File: config.mk
export PLATFORM = sky130hd
export DESIGN_NAME = shift_deserializer
export DESIGN_NICKNAME = d
export VERILOG_FILES = /design/src/rtl/shift_deserializer.sv
export SDC_FILE = /design/constraint.sdc
export NUM_CORES = 1
export LEC_CHECK = 0
export ABC_AREA = 1
export CORE_UTILIZATION = 45
export CTS_CLUSTER_DIAMETER = 80
export CTS_CLUSTER_SIZE = 24
export DETAILED_ROUTE_END_ITERATION = 8
export HOLD_SLACK_MARGIN = 0.02
export PLACE_DENSITY = 0.81
export SLEW_MARGIN = 0
export SYNTH_ARGS = -nofsm -noshare
export SYNTH_HDL_FRONTEND = slang
export SYNTH_SLANG_ARGS = --single-unit
export TNS_END_PERCENT = 20
File: constraint.sdc
create_clock -name i_clk -period 1.6 [get_ports i_clk]
set_clock_uncertainty 0.1 [all_clocks]
set_input_delay 0.16 -clock i_clk [delete_from_list [all_inputs] [get_ports i_clk]]
set_output_delay 0.16 -clock i_clk [all_outputs]
set_load 0.03 [all_outputs]
File: src/rtl/shift_deserializer.sv
// shift_deserializer
//   Serial-to-parallel receiver. It samples one bit on each i_shift strobe, MSB first, and
//   assembles WIDTH-bit words. Each word is offered on a valid/ready port, and the block
//   reports framing and overrun errors through sticky flags.
//
// Parameters
//   WIDTH   word width in bits (>= 2)
//   FRAMED  1: word alignment comes from i_frame; 0: free-running from reset
//
// Ports
//   i_clk       clock
//   i_rst       synchronous active-high reset
//   i_sdata     serial data bit
//   i_shift     bit strobe; i_sdata is sampled when high
//   i_frame     first-bit marker, qualified by i_shift
//   i_ready     consumer accepts o_data when this and o_valid are both high
//   i_clr_err   clears the sticky error flags
//   o_data      assembled word; the MSB is the first bit received
//   o_valid     o_data holds an unaccepted word
//   o_overrun   sticky: a completed word was dropped
//   o_sync_err  sticky: i_frame arrived mid-word
//   o_busy      a partial word is in progress
module shift_deserializer #(
  parameter int unsigned WIDTH  = 8,
  parameter bit          FRAMED = 1'b1
) (
  input  logic             i_clk,
  input  logic             i_rst,
  input  logic             i_sdata,
  input  logic             i_shift,
  input  logic             i_frame,
  input  logic             i_ready,
  input  logic             i_clr_err,
  output logic [WIDTH-1:0] o_data,
  output logic             o_valid,
  output logic             o_overrun,
  output logic             o_sync_err,
  output logic             o_busy
);

  localparam int unsigned CntW = $clog2(WIDTH);

  typedef enum logic [0:0] {StHunt, StRecv} state_e;

  state_e           state_q, state_d;
  logic [WIDTH-1:0] sr_q, sr_d;
  logic [CntW-1:0]  cnt_q, cnt_d;
  logic [WIDTH-1:0] data_q, data_d;
  logic             valid_q, valid_d;
  logic             overrun_q, overrun_d;
  logic             sync_err_q, sync_err_d;
  logic             busy_q, busy_d;

  logic word_done;
  logic sync_set;
  logic ovr_set;
  logic xfer;

  // Bit assembly and word alignment
  always_comb begin
    state_d   = state_q;
    sr_d      = sr_q;
    cnt_d     = cnt_q;
    word_done = 1'b0;
    sync_set  = 1'b0;
    if (i_shift) begin
      if (FRAMED && (state_q == StHunt)) begin
        if (i_frame) begin
          sr_d    = {{(WIDTH-1){1'b0}}, i_sdata};
          cnt_d   = CntW'(1);
          state_d = StRecv;
        end
      end else if (FRAMED && i_frame && (cnt_q != '0)) begin
        // Frame marker mid-word: drop the partial word and restart on this bit
        sync_set = 1'b1;
        sr_d     = {{(WIDTH-1){1'b0}}, i_sdata};
        cnt_d    = CntW'(1);
      end else begin
        sr_d = {sr_q[WIDTH-2:0], i_sdata};
        if (cnt_q == CntW'(WIDTH-1)) begin
          word_done = 1'b1;
          cnt_d     = '0;
        end else begin
          cnt_d = cnt_q + 1'b1;
        end
      end
    end
  end

  // Holding register, handshake and sticky errors
  always_comb begin
    xfer    = valid_q & i_ready;
    valid_d = valid_q & ~xfer;
    data_d  = data_q;
    ovr_set = 1'b0;
    if (word_done) begin
      if (!valid_q || i_ready) begin
        data_d  = sr_d;
        valid_d = 1'b1;
      end else begin
        // The held word stays in place; the new one is lost
        ovr_set = 1'b1;
      end
    end
    // A new error event takes priority over a clear in the same cycle
    overrun_d  = ovr_set | (overrun_q & ~i_clr_err);
    sync_err_d = sync_set | (sync_err_q & ~i_clr_err);
    busy_d     = (cnt_d != '0);
  end

  always_ff @(posedge i_clk) begin
    if (i_rst) begin
      state_q    <= FRAMED ? StHunt : StRecv;
      sr_q       <= '0;
      cnt_q      <= '0;
      data_q     <= '0;
      valid_q    <= 1'b0;
      overrun_q  <= 1'b0;
      sync_err_q <= 1'b0;
      busy_q     <= 1'b0;
    end else begin
      state_q    <= state_d;
      sr_q       <= sr_d;
      cnt_q      <= cnt_d;
      data_q     <= data_d;
      valid_q    <= valid_d;
      overrun_q  <= overrun_d;
      sync_err_q <= sync_err_d;
      busy_q     <= busy_d;
    end
  end

  assign o_data     = data_q;
  assign o_valid    = valid_q;
  assign o_overrun  = overrun_q;
  assign o_sync_err = sync_err_q;
  assign o_busy     = busy_q;

endmodule

Word-level counts from Yosys, hierarchy flattened
Index checks and enable logic that the tools add are counted.
{"block": "word_totals", "regBits": 24, "out_inout_bits": 12, "word_cells": 46}
{"block": "op_classes", "n_eq_ne": 1, "add_sub_neg": 1, "mux": 22, "n_bitwise": 8, "reduce_logical": 6}
{"op": "8-bit 2-to-1 mux", "n": 4}
{"op": "3-bit 2-to-1 mux", "n": 5}
{"op": "1-bit 2-to-1 mux", "n": 13}
{"op": "3-bit nonzero test", "n": 2}
{"op": "1-bit bitwise AND", "n": 4}
{"op": "3-bit by 1-bit adder with 3-bit output (second input constant)", "n": 1}
{"op": "3-bit == test (second input constant)", "n": 1}
{"op": "1-bit NOT", "n": 2}
{"op": "1-bit bitwise OR", "n": 2}
{"op": "2-bit AND reduction", "n": 1}
{"op": "1-bit logical AND", "n": 1}
{"op": "1-bit logical NOT", "n": 1}
{"op": "1-bit logical OR", "n": 1}

Longest topological paths before layout
{"block": "logic_depth", "word_depth": 7, "depth_mapped": 9}

Worst setup path after synthesis
Ideal clock, no wire load.
{"block": "synth_timing", "path_kind": "register to register", "from": "reg cnt_q[1]", "to": "reg data_q[1] (netlist: o_data[1])", "setup_slack_ps": 224, "synth_period_minus_slack_ps": 1376, "setup_time_ps": 111, "stages_incl_launch_ff": 9, "arrival_ps": 1165, "path_buffers": 1, "path_cell_list": "dfxtp_1 > ha_1 > ha_1 > inv_1 > nor2_4 > nand3_4 > buf_6 > nor2_1 > nor2_1"}
{"block": "synth_via", "elab_chain_cells": 6, "word_cells_on_any_way": 11, "classes_between": "1 x eq/ne; 7 x mux; 3 x reduce/logical"}
{"element": "from (decl)", "line_no": "47", "text": "logic [CntW-1:0] cnt_q, cnt_d;"}
{"element": "from (signal assigned)", "line_no": "124", "text": "cnt_q <= cnt_d;"}
{"element": "3-bit == test / 3-bit nonzero test (equally long branches)", "line_no": "80, 73"}
{"element": "1-bit 2-to-1 mux / 1-bit logical AND (equally long branches)", "line_no": "80, 73"}
{"element": "1-bit 2-to-1 mux", "line_no": "73", "text": "end else if (FRAMED && i_frame && (cnt_q != '0)) begin"}
{"element": "1-bit 2-to-1 mux", "line_no": "67", "text": "if (FRAMED && (state_q == StHunt)) begin"}
{"element": "1-bit 2-to-1 mux", "line_no": "66", "text": "if (i_shift) begin"}
{"element": "2-bit AND reduction (no source line)"}
{"element": "to (signal assigned)", "line_no": "125", "text": "data_q <= data_d;"}
{"element": "to (decl)", "line_no": "48", "text": "logic [WIDTH-1:0] data_q, data_d;"}
Several ways; a longest one is shown, not always the timed one.
A chain may end at the register's enable or synchronous reset.

Worst setup path in the final report
{"block": "layout_timing", "from": "reg cnt_q[0]", "to": "reg busy_q (netlist: o_busy)"}
{"block": "layout_via", "elab_chain_cells": 6, "word_cells_on_any_way": 10, "classes_between": "1 x add/sub; 1 x eq/ne; 5 x mux; 3 x reduce/logical"}
{"element": "3-bit by 1-bit adder with 3-bit output, or another cell as far along", "line_no": "84", "text": "cnt_d = cnt_q + 1'b1;"}
{"element": "3-bit 2-to-1 mux / 1-bit logical AND (equally long branches)", "line_no": "80, 73"}
{"element": "3-bit 2-to-1 mux", "line_no": "73"}
{"element": "3-bit 2-to-1 mux", "line_no": "67"}
{"element": "3-bit 2-to-1 mux *", "line_no": "66"}
{"element": "3-bit nonzero test *", "line_no": "108", "text": "busy_d = (cnt_d != '0);"}
{"element": "to (signal assigned)", "line_no": "129", "text": "busy_q <= busy_d;"}
{"element": "to (decl)", "line_no": "52", "text": "logic busy_q, busy_d;"}
Every way passes the cells marked *; elsewhere a longest branch is shown, timed or not.

==> reports/metrics.csv <==
stage,metric,value,unit
outcome,outcome,completed,
drt,drt-pass1-iter-count,4,
yosys,seq_area_frac_synth,45.2,%
yosys,synth.net_count,161,
setup_path,path_max_fanout,2,
placement,place.detailed.hpwl,1480,microns
floorplanning,coreArea,2210,sq um
yosys,ys_ff_latch,24,
power,power_density,727,nW/um^2
global_route,grt_max_degree,16,
setup_path,slowest_delay,330,ps
timing,min_period_over_period,91.9,%
setup_path,critPathSlowestCell,dfxtp_1,
floorplanning,die_h,50.6,microns
final_layout,multi_input_area,483,sq um
clock_tree,cts_tree,built,
final_layout,most-common-layout-cells,"nand2_1 (44), inv_1 (23), dfxtp_1 (23)",
drt,wl_per_cell,10.8,microns
power,p_leak,0.804,nW
drt,drtIter0Drc,29,
final_layout,final_cells,199,
timing,fin_hold_ws,379,ps
global_route,groute.usage.overall,18.4,%
setup_path,r2r_slack,130,ps
clock_tree,cts_buffers,3,
clock_tree,root_buffer,clkbuf_4,
yosys,yosys_warnings,0,
final_layout,n_fill_cell,210,
timing,max_freq,0.680,GHz
timing,setup_violations,0,
floorplanning,rows,17,
final_layout,n_antenna_cell,0,
placement,post-place-ws,-6.24,ps
setup_path,start_kind,flip-flop,
final_layout,final_common_cell,nand2_1,
timing,worst_slew_pin_slew,360,ps
run,maxCapViolCount,0,
yosys,syn_area,1060,sq um
yosys,synthXorXnorAreaFrac,0,%
setup_path,worstPathRequired,1770,ps
drt,ant_nets,0,
clock_tree,h-tree-depth,1,
drt,drcViolationCount,0,
global_route,grt_pass1_wl,3550,microns
yosys,synth_compound_gate_area_share,5.65,%
global_route,antenna_found_initial,0,
global_route,grt-ovfl-total,0,
setup_path,crit_chain,ha_1 -> ha_1 -> inv_1 -> nor2_1 -> nand2_1 -> o21ai_0 -> nand2_1 -> nand3_1,
final_layout,stdcell_area,1330,sq um
global_route,grt_pass1_vias,877,
hold_path,holdCritPathClass,reg -> reg,
drt,wirelength,2150,microns
floorplanning,die_x,50.6,microns
setup_path,end_kind,flip-flop,
power,power.total,0.966,mW
timing,layout_setup_ws,130,ps
yosys,synth_top_family_by_area,simple AND/OR/NAND/NOR gates,
yosys,synth.avg_cell_area,7.03,sq um
setup_path,worstPathArrival,1640,ps
setup_path,crit_family,adder cells,
clock_tree,clkLatencyLatePin,310,ps
final_layout,syn2layout_area_growth,25.2,%
timing,fin_tns_setup,0,ps
clock_tree,clock_sinks,24,
yosys,syn_inst,151,
timing,report.final.hold_viol_count,0,
drt,via_per_inst,4.77,
final_layout,utilization,60.1,%
yosys,synth-adder-area-share,3.53,%
clock_tree,hold_buffers,0,
clock_tree,clk_path_buf_depth,2,
placement,placed_cells,194,
setup_path,worstSetupPathType,reg -> reg,
final_layout,final_nets,183,
yosys,synth.distinct_cells,18,
timing,slew_headroom,76.0,%
yosys,synthSimpleGateAreaFrac,34.2,%
timing,final_max_slew_viol_count,0,
clock_tree,clk_pin_slew_worst_paths,120,ps
floorplanning,io_pins,19,
yosys,muxShareOfSynthArea,0,%
final_layout,ff_latch_area,482,sq um
setup_path,cp_num_buf_inv,1,
drt,vias,950,
power,ir_drop,0.000599,V
floorplanning,initial_core_util,48.0,%
placement,placed_area,1260,sq um
placement,io_buffers,18,
final_layout,drive_above_1_share,8.19,%
floorplanning,dieArea,2560,sq um
placement,place_congestion,0.901,
timing,fin_crit,1470,ps
worst paths after layout:
| check | startpoint | end | cells after the start |
|---|---|---|---|
| worst max-delay path | cnt_q[0] | o_busy | 8 |
| worst min-delay path | o_overrun | o_overrun | 2 |
| worst min register to register | o_overrun | o_overrun | 2 |
| worst max register to register | cnt_q[0] | o_busy | 8 |
cell type report:
type                    count  area share (%)
flip-flops and latches     24            36.2
inverters                  25            7.06
multi-input cells          99            36.3
clock buffers               3            1.69
well taps                  28            2.63
repair buffers             20            16.1
cell families (layout without fill, tap and decap cells):
family,after synthesis,after routing
AOI/OAI and AO/OA,12,12
adders and majority gates,3,3
buffers and inverters,29,48
DFF,24,24
and+or+nand+nor,83,84
what timing repair did:
action	in CTS	in global routing
gates resized for setup	3	12
setup buffers	0	1
pin swaps	0	2
setup endpoints to repair	3	18
cloned	0	1
layer usage:
layer / global-route usage, % / wire, microns / vias to the layer above
met3: 2.73 / 64 / 10
li1: - / - / 498
met2: 31.8 / 1050 / 24
met4: 10.2 / 55 / 0
met5: 0 / 0 / -
met1: 21.7 / 980 / 418
worst reg2reg max path, stage by stage, from the launching register on:
cell	delay, ps
dfxtp_1	330
ha_1	200
ha_1	270
inv_1	50
nor2_1	120
nand2_1	70
o21ai_0	90
nand2_1	100
nand3_1	90
cell usage after synthesis, drive strengths merged:
library cell	n	area share (%)
nand2	48	18
dfxtp	24	45
inv	24	8.5
nor2	20	7.8
nand3	14	7.8
a21oi	11	5.2
buf	3	2.2
ha	3	3.5
clkbuf	1	0.35
clkinv	1	0.35
nand3b	1	0.71
o21ai	1	0.47
registers in the layout, summed over array words and instances (netlist names):
register	flops
o_busy	1
state_q	1
cnt_q	3
o_data	8
o_sync_err	1
o_overrun	1
sr_q	8
o_valid	1
power by group:
group          leakage [nW]  switching (mW)  internal, mW
Clock                0.0138           0.174        0.0882
Combinational         0.595          0.0581        0.0340
Sequential            0.195         0.00490         0.608
Note: power is estimated with default switching activity, not from simulation.
